**config.mk**
```make
export PLATFORM = sky130hd
export DESIGN_NAME = decode
export DESIGN_NICKNAME = d
export VERILOG_FILES = /design/src/rtl/decode.sv
export SDC_FILE = /design/constraint.sdc
export NUM_CORES = 1
export LEC_CHECK = 0
export ABC_CLOCK_PERIOD_IN_PS = 800
export CAP_MARGIN = 20
export CORE_ASPECT_RATIO = 0.7
export CORE_UTILIZATION = 40
export CTS_BUF_LIST = sky130_fd_sc_hd__clkbuf_16
export DETAILED_ROUTE_END_ITERATION = 8
export DONT_BUFFER_PORTS = 1
export GPL_ROUTABILITY_DRIVEN = 0
export REMOVE_ABC_BUFFERS = 1
export SYNTH_ARGS = -nofsm -noshare
export SYNTH_HDL_FRONTEND = slang
export SYNTH_SLANG_ARGS = --single-unit
```
**constraint.sdc**
```tcl
create_clock -name clk -period 0.8 [get_ports clk]
set_input_delay 0.16 -clock clk [delete_from_list [all_inputs] [get_ports clk]]
set_output_delay 0.16 -clock clk [all_outputs]
set_load 0.05 [all_outputs]
```
**src/rtl/decode.sv**
```systemverilog
// Hamming single-error-correcting decoder: syndrome -> single-bit flip -> data extraction,
// with registered data and valid. Layout: codeword bit i is Hamming position i+1.
module decode #(
  parameter int data_width     = 16,
  parameter int encoding_width = 21
) (
  input  logic                      clk,
  input  logic                      rstb,
  input  logic [encoding_width-1:0] encoded_data,
  output logic [data_width-1:0]     decoded_data,
  output logic                      valid
);

  localparam int R = $clog2(encoding_width + 1);

  // Codeword bit index carrying data bit d: the d-th non-power-of-two position.
  function automatic int data_idx(input int d);
    int n;
    int idx;
    n   = 0;
    idx = 0;
    for (int p = 1; p <= encoding_width; p++) begin
      if ((p & (p - 1)) != 0) begin
        if (n == d) idx = p - 1;
        n = n + 1;
      end
    end
    return idx;
  endfunction

  logic [R-1:0]              w_syn;
  logic [encoding_width-1:0] w_flip;
  logic [encoding_width-1:0] w_corr;
  logic [data_width-1:0]     w_data;
  logic                      w_ok;

  always_comb begin
    w_syn = '0;
    for (int i = 0; i < encoding_width; i++) begin
      for (int k = 0; k < R; k++) begin
        if (((i + 1) & (1 << k)) != 0) w_syn[k] = w_syn[k] ^ encoded_data[i];
      end
    end
  end

  // Syndromes beyond the codeword length match no position, so nothing is flipped
  // and the raw data passes through with valid low.
  always_comb begin
    w_flip = '0;
    for (int i = 0; i < encoding_width; i++) begin
      w_flip[i] = (w_syn == R'(i + 1));
    end
  end

  assign w_corr = encoded_data ^ w_flip;
  assign w_ok   = (w_syn <= R'(encoding_width));

  for (genvar d = 0; d < data_width; d++) begin : g_extract
    assign w_data[d] = w_corr[data_idx(d)];
  end

  always_ff @(posedge clk or negedge rstb) begin
    if (!rstb) begin
      decoded_data <= '0;
      valid        <= 1'b0;
    end else begin
      decoded_data <= w_data;
      valid        <= w_ok;
    end
  end

endmodule

```
# ---- Yosys cells after proc, flatten, opt, wreduce, memory -nomap -nowiden
# Index checks and enable logic that the tools add are counted.
dict set report op_classes {
  eq_ne 21
  order_cmp 1
  n_bitwise 41
}
# cell n
set ops {}
lappend ops {{== test 5 x 4 -> 1 bit (second input constant)} 8}
lappend ops {{bitwise XOR 1 bit} 40}
lappend ops {{== test 5 bit (second input constant)} 6}
lappend ops {{bitwise XOR 21 bit} 1}
lappend ops {{== test 5 x 3 -> 1 bit (second input constant)} 4}
lappend ops {{== test 5 x 2 -> 1 bit (second input constant)} 2}
lappend ops {{== test 5 x 1 -> 1 bit (second input constant)} 1}
lappend ops {{<= comparator 5 bit (second input constant)} 1}
dict set report word_totals {
  out_inout_bits 17
  register_bits 17
  input_bits 23
  word_cells 65
}

# ---- Longest topological paths before layout
dict set report logic_depth {
  ltp_word 12
  ltp_mapped 6
  depth_no_buf 5
}

# ---- Worst setup path before layout
# OpenSTA, ideal clock, no wires.
dict set report synth_path {
  path_type {input -> register}
  startpoint {input encoded_data[6]}
  endpoint {register decoded_data[13]}
  t_required_ns 0.675
  n_path_buf 0
  setup_ns 0.125
  arrival_ns 1.465
  path_stages 5
  setup_slack_ns -0.789
  path_cell_list {xor3_2 -> xor2_2 -> nor3_2 -> o221ai_1 -> xnor2_1}
}
dict set report synth_via {
  elab_chain_len 10
  word_cells_on_any_way 24
  classes_between {eq/ne (1); bitwise (23)}
}
# item line_no
set synth_rtl {}
lappend synth_rtl {{from (decl)} 9} ;# input logic [encoding_width-1:0] encoded_data,
lappend synth_rtl {{bitwise XOR 1 bit (8 in series)} 41} ;# if (((i + 1) & (1 << k)) != 0) w_syn[k] = w_syn[k] ^ encoded_data[i];
lappend synth_rtl {{== test 5 bit (*)} 51} ;# w_flip[i] = (w_syn == R'(i + 1));
lappend synth_rtl {{bitwise XOR 21 bit (*)} 55} ;# assign w_corr = encoded_data ^ w_flip;
lappend synth_rtl {{via w_corr[18]} 33} ;# logic [encoding_width-1:0] w_corr;
lappend synth_rtl {{to (signal assigned)} 67} ;# decoded_data <= w_data;
lappend synth_rtl {{to (decl)} 10} ;# output logic [data_width-1:0] decoded_data,
# The timed path passes the listed nets; every way through them passes the cells marked *.

# ---- Worst setup path after layout
dict set report layout_path {
  startpoint {input encoded_data[14]}
  endpoint {register decoded_data[14]}
}
dict set report layout_via {
  elab_chain_len 6
  word_cells_on_any_way 13
  classes_between {eq/ne (1); bitwise (12)}
}
# item line_no
set layout_rtl {}
lappend layout_rtl {{bitwise XOR 1 bit (4 in series)} 41}
lappend layout_rtl {{== test 5 bit (*)} 51}
lappend layout_rtl {{bitwise XOR 21 bit (*)} 55}
lappend layout_rtl {{via w_corr[19]} 33}
# Marks and branches as above.

==> summary.txt <==
Drt
  – Via total after detailed routing: between 1000 and 1500
  – Aggregate routed wire length: 4280 um
  – Mean routed wirelength per cell: 22.5 um
  – Drt pass-1 iters: 4
  – Routed vias/inst: about 6
  – Starting DRC count in detailed routing: just over 60
  – Number of nets with antenna violations after routing: 0
  – Number of design rule violations left after detail routing: 0

GRT
  – Initial antenna violation count: 0
  – Residual overflow from global routing: 0
  – Largest net degree at the start of global routing: 18
  – Number of global-route vias before repair: 1175
  – GRT Util Overall: around a quarter
  – Wire length of the first global-routing pass: 6270 um

Worst setup path
  – Arrival time of data at the critical path endpoint: 1.74 ns
  – Worst setup EP type: register
  – Crit path from: encoded_data[14]
  – Critical Setup Path Class: in -> reg
  – Critical Path Source Type: primary input
  – Maximum net fanout on the critical path: 4
  – WP data required: 0.93 ns

Timing
  – Max-slew violations: 0
  – Relative slew slack: 45.3%
  – Final Setup Violations: 34
  – F_max: roughly 0.62 GHz
  – Worst hold slack across all endpoints: 0.00647 ns
  – Number of hold violations in the final report: 0
  – Post-route clock period utilization: 202%
  – Setup repair after global routing missed its margin: true
  – Tmin final: about 1.6 ns
  – Slew at the pin closest to its max-slew limit: slightly above 0.8 ns
  – Worst setup margin: -0.813 ns

Hold path
  – Worst hold endpoint: decoded_data[12]$_DFF_PN0_
  – Startpoint of the tightest hold check path: encoded_data[17]
  – Hold Path Class: in -> reg
  – Depth of the worst hold-timing path: 1

Floorplan
  – Standard-cell row count: 16
  – Effective utilization at floorplan: a little over two fifths
  – Horizontal die dimension: approximately 69 um
  – Chip Height: just under 50 um
  – Die area: 3410 sq um
  – Area inside the core boundary: around 2900 sq um
  – Num ports: 40

Power and ir drop
  – Part of the total power dissipated in sequential elements: about 20%
  – Leak: 0.901 nW
  – Internal power: 3.24 mW
  – Power Total: ~5.5 mW
  – Combinational power share: roughly 60%
  – Proportion of total power due to net switching: 41.4%
  – Power per Cell Area: ~2400 nW/um^2
  – Net Switching: approximately 2.3 mW
  – Clock share of power: 18.5%
  – Maximum resistive drop on vdd: 1.93 mV

Finish
  – Diode count: 0
  – Final non-filler cell total: 190
  – Area Growth Syn to Fin: 77.7%
  – Final-stage net count: about 180
  – Fraction of layout instances using a drive strength above 1: between 50% and 60%
  – Final instance area: 2260 sq um

Placement
  – Input/output buffers: 0
  – Post-DP HPWL: 2590 um
  – Placed cell count: between 150 and 200
  – Dpl cell area: about 1800 sq um

Synth
  – Number of library cell types mapped by synthesis: 17
  – Post-Syn Area: 1270 sq um
  – Proportion of netlist area held by the largest area contributor: about 33%
  – Main area contributors after synthesis: sky130_fd_sc_hd__dfrtp_1, sky130_fd_sc_hd__xnor2_1, sky130_fd_sc_hd__o221ai_1
  – Number of cells produced by synthesis: slightly above 100
  – Synth warn: 0
  – Post-synthesis area per instance: approximately 12 sq um
  – Synth area leader: sky130_fd_sc_hd__dfrtp_1
  – FF+latch count, synth: 17
  – Sequential fraction of the synthesis area: about a third

CTS
  – Post-CTS clock slew at the launch and capture registers of the worst setup and hold paths: 0.05 ns
  – TritonCTS Buffers: 3
  – Bufs on Longest Clock Path: 2
  – CTS tree: done
  – # H-tree levels: 1
  – Clock Root Buffer: sky130_fd_sc_hd__clkbuf_16
  – Clk sink count: 17

Flow run
  – Max cap viols: 0

Status
  – Status: complete, but fails checks
  – Violated checks: setup timing
## cell families after synthesis
logic type / count (synthesis) / share of synthesized area, %
buffers and inverters: 1 / 0.393
AO/OA/AOI/OAI: 17 / 11.4
XOR/XNOR: 50 / 43.2
flip-flops: 17 / 33.4
AND/OR/NAND/NOR: 17 / 11.6
## synth_stat cells
cell type and count:
sky130_fd_sc_hd__xnor2_1 35, sky130_fd_sc_hd__o21ai_0 1, sky130_fd_sc_hd__o221ai_1 16, sky130_fd_sc_hd__nor3_1 4, sky130_fd_sc_hd__xnor2_2 2, sky130_fd_sc_hd__buf_2 1, sky130_fd_sc_hd__xor2_1 5, sky130_fd_sc_hd__nor3_2 5
sky130_fd_sc_hd__xor2_2 3, sky130_fd_sc_hd__xnor3_1 2, sky130_fd_sc_hd__xor3_1 1, sky130_fd_sc_hd__and3_1 4, sky130_fd_sc_hd__nand2_1 1, sky130_fd_sc_hd__xnor3_2 1, sky130_fd_sc_hd__dfrtp_1 17, sky130_fd_sc_hd__nor3_4 3
sky130_fd_sc_hd__xor3_2 1
## cells in the final DEF (no fill, tap or decap)
cell type | Yosys | layout
sky130_fd_sc_hd__xnor2_1 | 35 | 30
sky130_fd_sc_hd__xor2_1 | 5 | 3
sky130_fd_sc_hd__nor3_4 | 3 | 8
sky130_fd_sc_hd__dfrtp_1 | 17 | 17
sky130_fd_sc_hd__o221ai_1 | 16 | 6
sky130_fd_sc_hd__clkbuf_16 | 0 | 3
sky130_fd_sc_hd__xnor2_4 | 0 | 2
sky130_fd_sc_hd__and3_1 | 4 | 4
sky130_fd_sc_hd__xnor2_2 | 2 | 5
sky130_fd_sc_hd__xor2_2 | 3 | 3
sky130_fd_sc_hd__nor3_1 | 4 | 3
sky130_fd_sc_hd__nor3_2 | 5 | 1
sky130_fd_sc_hd__o221ai_4 | 0 | 2
sky130_fd_sc_hd__nand2_1 | 1 | 1
sky130_fd_sc_hd__buf_6 | 0 | 2
sky130_fd_sc_hd__o221ai_2 | 0 | 8
sky130_fd_sc_hd__o21ai_1 | 0 | 1
sky130_fd_sc_hd__xor3_2 | 1 | 2
sky130_fd_sc_hd__dlygate4sd3_1 | 0 | 11
sky130_fd_sc_hd__xor2_4 | 0 | 2
sky130_fd_sc_hd__buf_12 | 0 | 19
sky130_fd_sc_hd__clkinv_2 | 0 | 1
sky130_fd_sc_hd__dlymetal6s4s_1 | 0 | 1
sky130_fd_sc_hd__buf_4 | 0 | 16
sky130_fd_sc_hd__xnor3_2 | 1 | 3
## routing by layer
layer	share of wire (%)	global-route usage, %
met5	0	0
met2	49	40.3
met1	41	30.5
met4	3.4	12.6
met3	6.6	7.02
## how the worst max path moves through the flow
stage,endpoint
after floorplan,decoded_data[3]$_DFF_PN0_
after global placement,decoded_data[13]$_DFF_PN0_
after detailed placement,decoded_data[1]$_DFF_PN0_
after CTS,decoded_data[3]$_DFF_PN0_
after global routing,decoded_data[9]$_DFF_PN0_
final,decoded_data[14]$_DFF_PN0_
## worst max-delay path, cell delays in order
cell	delay, ns
sky130_fd_sc_hd__xor3_2	0.52
sky130_fd_sc_hd__xor2_4	0.23
sky130_fd_sc_hd__buf_12	0.17
sky130_fd_sc_hd__nor3_4	0.23
sky130_fd_sc_hd__o221ai_1	0.22
sky130_fd_sc_hd__xnor2_1	0.20
## metrics by stage
stage / worst slack (ns) / TNS, ns / util (%)
6_report: -0.813 / -15.00 / 77.9
5_1_grt: -0.838 / -16.18 / 77.9
4_1_cts: -0.698 / -17.75 / 71.3
3_5_place_dp: -1.05 / -16.50 / 60.6
3_3_place_gp: -0.965 / -15.32 / 60.6
2_1_floorplan: -0.804 / -13.09 / -
## state kept, by name, indices dropped and copies added (netlist names)
signal and count:
decoded_data 16, valid 1
## power by group through the flow
stage                     Clock (mW)  Combinational [mW]  Sequential [mW]
after floorplan                    0                1.07             1.57
after global placement             0                2.55             1.13
after detailed placement           0                2.61             1.14
after CTS                       1.03                2.96             1.13
after global routing            1.11                3.51             1.14
final                           1.02                3.38             1.13
## area by class of cell
class	count	area [sq um]
clock buffers	3	75.1
flip-flops and latches	17	425
fillers	160	642
multi-input cells	84	1060
well taps	36	45.0
repair buffers	49	646
clock inverters	1	5.00
## repair_timing
item / 4_1_cts / 5_1_grt
endpoints found under the hold margin: 24 / 4
buffers inserted: 2 / 5
hold buffers: 8 / 4
endpoints found under the setup margin: 34 / 51
resized for setup: 22 / 14
pin swaps: 11 / 14
cloned: 0 / 0
No activity file was read; power rests on OpenSTA's default activity.
